## config.mk

```make
export PLATFORM = sky130hd
export DESIGN_NAME = wbs_uart_tx
export DESIGN_NICKNAME = d
export VERILOG_FILES = /design/src/rtl/wbs_uart_tx.sv
export SDC_FILE = /design/constraint.sdc
export NUM_CORES = 1
export LEC_CHECK = 0
export CAP_MARGIN = 25
export CORE_ASPECT_RATIO = 2
export CORE_MARGIN = 1
export CORE_UTILIZATION = 40
export DETAILED_ROUTE_END_ITERATION = 10
export SETUP_SLACK_MARGIN = 0.02
export SYNTH_ARGS = -nofsm -noshare
export SYNTH_HDL_FRONTEND = slang
export SYNTH_SLANG_ARGS = --single-unit
```

## constraint.sdc

```tcl
create_clock -name wbs_clk_i -period 3.2 [get_ports wbs_clk_i]
set_clock_uncertainty 0.05 [all_clocks]
set_input_delay 0.64 -clock wbs_clk_i [delete_from_list [all_inputs] [get_ports wbs_clk_i]]
set_output_delay 0.64 -clock wbs_clk_i [all_outputs]
set_load 0.02 [all_outputs]
```

## src/rtl/wbs_uart_tx.sv

```systemverilog
// Wishbone B4 pipelined slave feeding a byte FIFO drained by an 8N1 UART transmitter.
// Registers: word 0 = DATA (write pushes a byte), word 1 = STATUS (read clears overflow).
module wbs_uart_tx #(
    parameter int unsigned TICKS_PER_BAUD = 4,
    parameter int unsigned FIFO_DEPTH     = 16
) (
    input  logic        wbs_clk_i,
    input  logic        wbs_rst_i,
    input  logic        wbs_cyc_i,
    input  logic        wbs_stb_i,
    input  logic        wbs_we_i,
    input  logic [3:0]  wbs_adr_i,
    input  logic [3:0]  wbs_sel_i,
    input  logic [31:0] wbs_dat_i,
    output logic [31:0] wbs_dat_o,
    output logic        wbs_stall_o,
    output logic        wbs_ack_o,
    output logic        uart_tx_o
);

    localparam int unsigned AW = $clog2(FIFO_DEPTH);
    localparam int unsigned LW = AW + 1;
    localparam int unsigned CW = (TICKS_PER_BAUD > 1) ? $clog2(TICKS_PER_BAUD) : 1;

    typedef enum logic [1:0] {StIdle, StStart, StData, StStop} state_e;

    logic          req, push_req, rd_status, push, pop, ovf_set;
    logic          fifo_empty, fifo_full, busy, tick_last;
    logic [31:0]   status;
    logic [7:0]    mem_q [FIFO_DEPTH];
    logic [AW-1:0] wr_ptr_q, rd_ptr_q;
    logic [LW-1:0] level_q;
    logic          ovf_q, ack_q;
    logic [31:0]   dat_q;
    state_e        state_q, state_d;
    logic [CW-1:0] baud_q, baud_d;
    logic [2:0]    bit_q, bit_d;
    logic [7:0]    shift_q, shift_d;
    logic          tx_q, tx_d;
    logic          unused_bits;

    assign unused_bits = ^{wbs_dat_i[31:8], wbs_sel_i[3:1]};

    assign req        = wbs_cyc_i & wbs_stb_i;
    assign push_req   = req & wbs_we_i & (wbs_adr_i == 4'd0) & wbs_sel_i[0];
    assign rd_status  = req & ~wbs_we_i & (wbs_adr_i == 4'd1);
    assign fifo_empty = (level_q == '0);
    assign fifo_full  = (level_q == LW'(FIFO_DEPTH));
    assign push       = push_req & ~fifo_full;
    assign ovf_set    = push_req & fifo_full;
    assign busy       = (state_q != StIdle);
    assign status     = {16'd0, 8'(level_q), 4'd0, ovf_q, fifo_full, fifo_empty, busy};

    // FIFO storage needs no reset: pointers and level define validity.
    always_ff @(posedge wbs_clk_i) begin
        if (push) begin
            mem_q[wr_ptr_q] <= wbs_dat_i[7:0];
        end
    end

    always_ff @(posedge wbs_clk_i or posedge wbs_rst_i) begin
        if (wbs_rst_i) begin
            wr_ptr_q <= '0;
            rd_ptr_q <= '0;
            level_q  <= '0;
            ovf_q    <= 1'b0;
            ack_q    <= 1'b0;
            dat_q    <= '0;
        end else begin
            if (push) begin
                wr_ptr_q <= wr_ptr_q + AW'(1);
            end
            if (pop) begin
                rd_ptr_q <= rd_ptr_q + AW'(1);
            end
            level_q <= level_q + LW'(push) - LW'(pop);
            // A new overflow on the clearing read edge wins.
            if (ovf_set) begin
                ovf_q <= 1'b1;
            end else if (rd_status) begin
                ovf_q <= 1'b0;
            end
            ack_q <= req;
            dat_q <= rd_status ? status : '0;
        end
    end

    assign tick_last = (baud_q == CW'(TICKS_PER_BAUD - 1));

    always_comb begin
        state_d = state_q;
        baud_d  = baud_q;
        bit_d   = bit_q;
        shift_d = shift_q;
        pop     = 1'b0;
        tx_d    = 1'b1;
        unique case (state_q)
            StIdle: begin
                if (!fifo_empty) begin
                    pop     = 1'b1;
                    shift_d = mem_q[rd_ptr_q];
                    bit_d   = 3'd0;
                    baud_d  = '0;
                    state_d = StStart;
                end
            end
            StStart: begin
                if (tick_last) begin
                    baud_d  = '0;
                    state_d = StData;
                end else begin
                    baud_d = baud_q + CW'(1);
                end
            end
            StData: begin
                if (tick_last) begin
                    baud_d  = '0;
                    shift_d = {1'b0, shift_q[7:1]};
                    if (bit_q == 3'd7) begin
                        state_d = StStop;
                    end else begin
                        bit_d = bit_q + 3'd1;
                    end
                end else begin
                    baud_d = baud_q + CW'(1);
                end
            end
            StStop: begin
                if (tick_last) begin
                    baud_d = '0;
                    // Back-to-back frames: reload straight into START.
                    if (!fifo_empty) begin
                        pop     = 1'b1;
                        shift_d = mem_q[rd_ptr_q];
                        bit_d   = 3'd0;
                        state_d = StStart;
                    end else begin
                        state_d = StIdle;
                    end
                end else begin
                    baud_d = baud_q + CW'(1);
                end
            end
            default: state_d = StIdle;
        endcase
        // Line level is registered from the next state to keep the pin glitch-free.
        unique case (state_d)
            StStart: tx_d = 1'b0;
            StData:  tx_d = shift_d[0];
            default: tx_d = 1'b1;
        endcase
    end

    always_ff @(posedge wbs_clk_i or posedge wbs_rst_i) begin
        if (wbs_rst_i) begin
            state_q <= StIdle;
            baud_q  <= '0;
            bit_q   <= 3'd0;
            shift_q <= 8'd0;
            tx_q    <= 1'b1;
        end else begin
            state_q <= state_d;
            baud_q  <= baud_d;
            bit_q   <= bit_d;
            shift_q <= shift_d;
            tx_q    <= tx_d;
        end
    end

    assign wbs_stall_o = 1'b0;
    assign wbs_ack_o   = ack_q;
    assign wbs_dat_o   = dat_q;
    assign uart_tx_o   = tx_q;

endmodule

```

# Word level (Yosys, flattened, before mapping)
# Memories as Yosys holds them, arrays and structs flattened.
# Cells that the tools add are included.
# classes
add_sub_neg	6
n_eq_ne	13
mux	28
bitwise_logic	10
n_reduce_logical	9
# ops
operator	n
8-bit 2-to-1 mux	3
8-bit one-hot mux with 3 select lines	1
2-bit 2-to-1 mux	7
13-bit 2-to-1 mux	1
3-bit 2-to-1 mux	4
3-bit one-hot mux with 3 select lines	1
4-bit by 1-bit adder with 4-bit output, second input constant	2
1-bit bitwise AND	8
2-bit == test, second input constant	4
2-bit inequality test, second input constant	4
2-bit one-hot mux with 4 select lines	1
1-bit 2-to-1 mux	7
5-bit by 1-bit adder with 5-bit output	1
5-bit == test, second input constant	1
5-bit zero test	1
5-bit by 1-bit subtractor with 5-bit output	1
2-bit by 1-bit == test with 1-bit output, second input constant	2
4-bit by 1-bit == test with 1-bit output, second input constant	1
4-bit zero test	1
1-bit one-hot mux with 2 select lines	2
2-bit one-hot mux with 2 select lines	1
4-bit AND reduction	1
2-bit nonzero test	2
3-bit by 1-bit adder with 3-bit output, second input constant	1
7 further kinds	8
# word_totals
ff_bits	44
mem_bits_rw	128
inputBits	45
output_inout_bits	35
elab_cells	79
n_memories	1
# memory_table
name	depth	width	rd	rd_clocked_by_memory_dff	wr	line_no	text
mem_q	16	8	1	0	1	30	logic [7:0] mem_q [FIFO_DEPTH];

# Logic depth before layout (Yosys ltp)
# depth
word_depth	7
ltp_mapped	16
depth_no_buf	15

# Worst setup path before layout
# OpenSTA, ideal clock, no wires.
# synth_path
path_type	reg-to-reg
startpoint	register level_q[3]
endpoint	register level_q[4]
setup_time_ns	0.125
arrival_time_ns	2.633
required_ns	3.025
path_slack_ns	0.392
path_stages_with_launch	17
path_buffers	1
period_less_slack_ns	2.808
path_cell_list	dfrtp_1 > inv_1 > ha_1 > or4b_1 > buf_2 > nand2_1 > nor2_1 > ha_1 > inv_1 > ha_1 > inv_1 > fa_1 > inv_1 > a21oi_1 > nor2_1 > nor2_1 > xnor2_1
# synth_via
elab_chain_cells	5
elab_cells_between_ends	9
cone_classes	2 x add/sub; 1 x eq/ne; 3 x mux; 2 x bitwise; 1 x reduce/logical
# synth_rtl
item	line_no	text
from (decl)	32	logic [LW-1:0] level_q;
from (signal assigned)	76	level_q <= level_q + LW'(push) - LW'(pop);
5-bit zero test (*)	47	assign fifo_empty = (level_q == '0);
1-bit 2-to-1 mux (*)	99, 132	
1-bit 2-to-1 mux	129	if (tick_last) begin
1-bit one-hot mux with 2 select lines (*)	97	unique case (state_q)
via pop	27	logic req, push_req, rd_status, push, pop, ovf_set;
5-bit by 1-bit subtractor with 5-bit output (*)	76	
# Mark *: on every way through the listed nets, which the timed path passes. The rest lies on a longest branch.
# A chain may end at the register's enable or synchronous reset.

# Worst setup path after layout
# Same ends and word-level chain as after synthesis.

==> key figures <==
Logic synthesis
  • EDFF count, synth: 128
  • Register area share after synthesis: 67.2%
  • Number of synthesized register bits: 168
  • Cell variety after synth: 50
  • Ys Warns: 0
  • Synthesized area per cell: 16.5 sq um
  • Top post-synthesis cells by area: edfxtp_1 (53%), dfrtp_1 (14%), mux4_2 (11%)
  • Post-synthesis instance area: 7210 sq um
  • Mapped Cells: 438
  • Share of the synthesized area in the top cell type: 53.3%
  • Synth cell count leaders: edfxtp_1 (128), dfrtp_1 (39), mux4_2 (34), buf_4 (26), nor2_1 (21)
  • Most common cell in the netlist: edfxtp_1
  • Synth area leader: edfxtp_1
  • Asr flop ratio synth: 23.8%
  • Synth Flop Type: edfxtp_1

Global route
  • GRT Util Overall: 16.6%
  • First-pass GRT wire length: 22,700 um
  • Pin count of the biggest net entering global routing: 27
  • Antenna violations before repair: 0
  • Vias in the first global route: 4,063
  • Remaining global-route overflow: 0

Critical path
  • Worst R2R Start: level_q[3]$_DFF_PP0_
  • Worst reg2reg path depth: 15
  • CP arrival: 3.19 ns
  • Crit Path Category: reg2reg
  • Crit Path Max Fanout: 5
  • Worst setup EP type: register
  • Reg2reg end: level_q[4]$_DFF_PP0_
  • Worst reg2reg setup slack: 0.28 ns
  • Req. time, crit path: 3.46 ns
  • Critical Path Start Type: register

Place
  • PortBufs: 28
  • Area post-placement: 7950 sq um
  • Post-DP HPWL: 10,500 um
  • Final Wtd Congestion: 0.786

CTS
  • Sink Count: 168
  • CTS Buf Count: 17
  • H-tree Lvls: 4
  • Clock Tree Root: clkbuf_16
  • TritonCTS clock tree: yes
  • Worst-skew pair later-pin latency: 0.43 ns
  • Clock transition at path regs: 0.06 ns
  • Max Root-Sink Buffers: 2

Final layout
  • Proportion of layout cells with a drive suffix above 1: 20.9%
  • Antenna cells: 0
  • Fin util: 48.2%
  • Layout area overhead: 18.3%
  • Post-Layout Inst Area: 8530 sq um
  • Nets: 563

Detailed routing
  • Remaining DRCs: 0
  • Number of vias in the routed layout: 3,848
  • Routed length per instance: 19.9 um
  • DRT Pass-1 Iters: 4
  • DRT Wirelength: 14,400 um
  • Starting DRT DRC Count: 176
  • Antenna-violating nets left: 0
  • Via/cell ratio: 5.31

Timing
  • Minimum clock period: 2.92 ns
  • RSZ-0062 raised after global routing: no
  • Worst Hold Slack: 0.326 ns
  • Fmax: 342 MHz
  • Final Max Slew Viols: 0
  • Period utilization: 91.4%
  • Final hold violation count: 0
  • Final setup vio count: 0
  • Worst-Margin Slew: 0.963 ns
  • Max_slew headroom: 35.8%

Die
  • Die W: 96.9 um
  • DIE HEIGHT: 192 um
  • Site row count: 69
  • Initial Utilization: 40.7%
  • Core box area: 17,700 sq um
  • Die ar.: 18,600 sq um
  • I/O pin total: 80

Pwr
  • Leak: 3.14 nW
  • Power per cell area: 728 nW/um^2
  • Final Power: 6.21 mW
  • Worst IR Drop VDD: 0.000425 V

Job
  • Max Cap Viol: 0

Min path
  • Hold/Removal Path Class: in2async

Outcome
  • Status: complete, no violations
area by class of cell:
class | instances | area, sq um
Fill cell | 1519 | 9170
Sequential cell | 168 | 4850
Timing Repair Buffer | 59 | 663
Clock inverter | 14 | 124
Inverter | 19 | 71.3
Clock buffer | 18 | 429
Multi-Input combinational cell | 233 | 2130
Tap cell | 213 | 267
sequential cells by signal (all words and copies together), names as in the netlist:
register,count
mem_q,128
wbs_dat_o,9
shift_q,8
level_q,5
rd_ptr_q,4
wr_ptr_q,4
bit_q,3
baud_q,2
state_q,2
ovf_q,1
uart_tx_o,1
wbs_ack_o,1
how the worst max path moves through the flow:
stage                    startpoint                     to  cells after the start
2_1_floorplan  level_q[3]$_DFF_PP0_   level_q[4]$_DFF_PP0_                     16
3_3_place_gp           wbs_adr_i[1]  mem_q[1][5]$_DFFE_PP_                      8
3_5_place_dp           wbs_adr_i[1]   level_q[4]$_DFF_PP0_                     12
4_1_cts        level_q[3]$_DFF_PP0_   level_q[4]$_DFF_PP0_                     15
5_1_grt        level_q[3]$_DFF_PP0_   level_q[4]$_DFF_PP0_                     15
6_report       level_q[3]$_DFF_PP0_   level_q[4]$_DFF_PP0_                     15
cell families after synthesis:
kind of cell	synth area share (%)
flops	67.2
simple gates	6.11
buf+inv	4.60
compound gates	4.58
mux	12.6
fa+ha+maj	3.57
xor+xnor	1.34
other cells	0.0520
worst max-delay path, cell delays in order (launching register included):
cell and delay (ns):
dfrtp_1 0.39, inv_1 0.11, ha_1 0.17, or4b_4 0.48, nand2_1 0.12, nor2_2 0.09
ha_1 0.29, inv_1 0.06, ha_1 0.16, inv_1 0.06, fa_1 0.43, inv_1 0.08
a21oi_1 0.06, nor2_1 0.09, nor2_1 0.06, xnor2_1 0.11
stage by stage:
step | setup slack [ns] | instances | TNS, ns
after floorplan | 0.392 | 461 | 0
after detailed placement | -0.00631 | 691 | -0.00631
after CTS | 0.152 | 723 | 0
after global placement | 0.0413 | 691 | 0
final | 0.276 | 724 | 0
after global routing | 0.0405 | 724 | 0
power by group:
| group | leakage (nW) | total (mW) | switching, mW | internal [mW] |
|---|---|---|---|---|
| clock network | 0.265 | 1.93 | 0.859 | 1.07 |
| registers | 1.65 | 2.74 | 0.237 | 2.50 |
| logic | 1.23 | 1.53 | 0.768 | 0.766 |
| total | 3.14 | 6.21 | 1.86 | 4.34 |
cells in the final DEF, fill, tap and decap left out, types with 4 or more instances in the layout:
master / n
buf_4: 19
nor2_1: 20
edfxtp_1: 128
a21oi_1: 17
clkbuf_16: 17
conb_1: 24
and2_1: 19
ha_1: 19
mux2i_1: 5
buf_12: 12
dfrtp_1: 38
xnor2_1: 8
nand2_1: 13
a2bb2oi_1: 4
nand3_1: 10
mux4_2: 34
clkdlybuf4s50_1: 28
inv_1: 17
inv_6: 4
a221oi_1: 5
nor3_1: 5
mux2_2: 6
per-layer routing:
layer	up-vias	routed length, um	track usage [%]
met1	2020	4940	16.1
met3	15	295	3.64
met2	68	8890	33.3
li1	1745	-	-
met5	-	0	0
met4	0	272	6.31
timing repair:
action                                  CTS  global route
endpoints found under the setup margin    0             1
setup buffers                             0             0
gates resized for setup                   0             2
hold buffers                              0             0
Note: power is estimated with default switching activity, not from simulation.
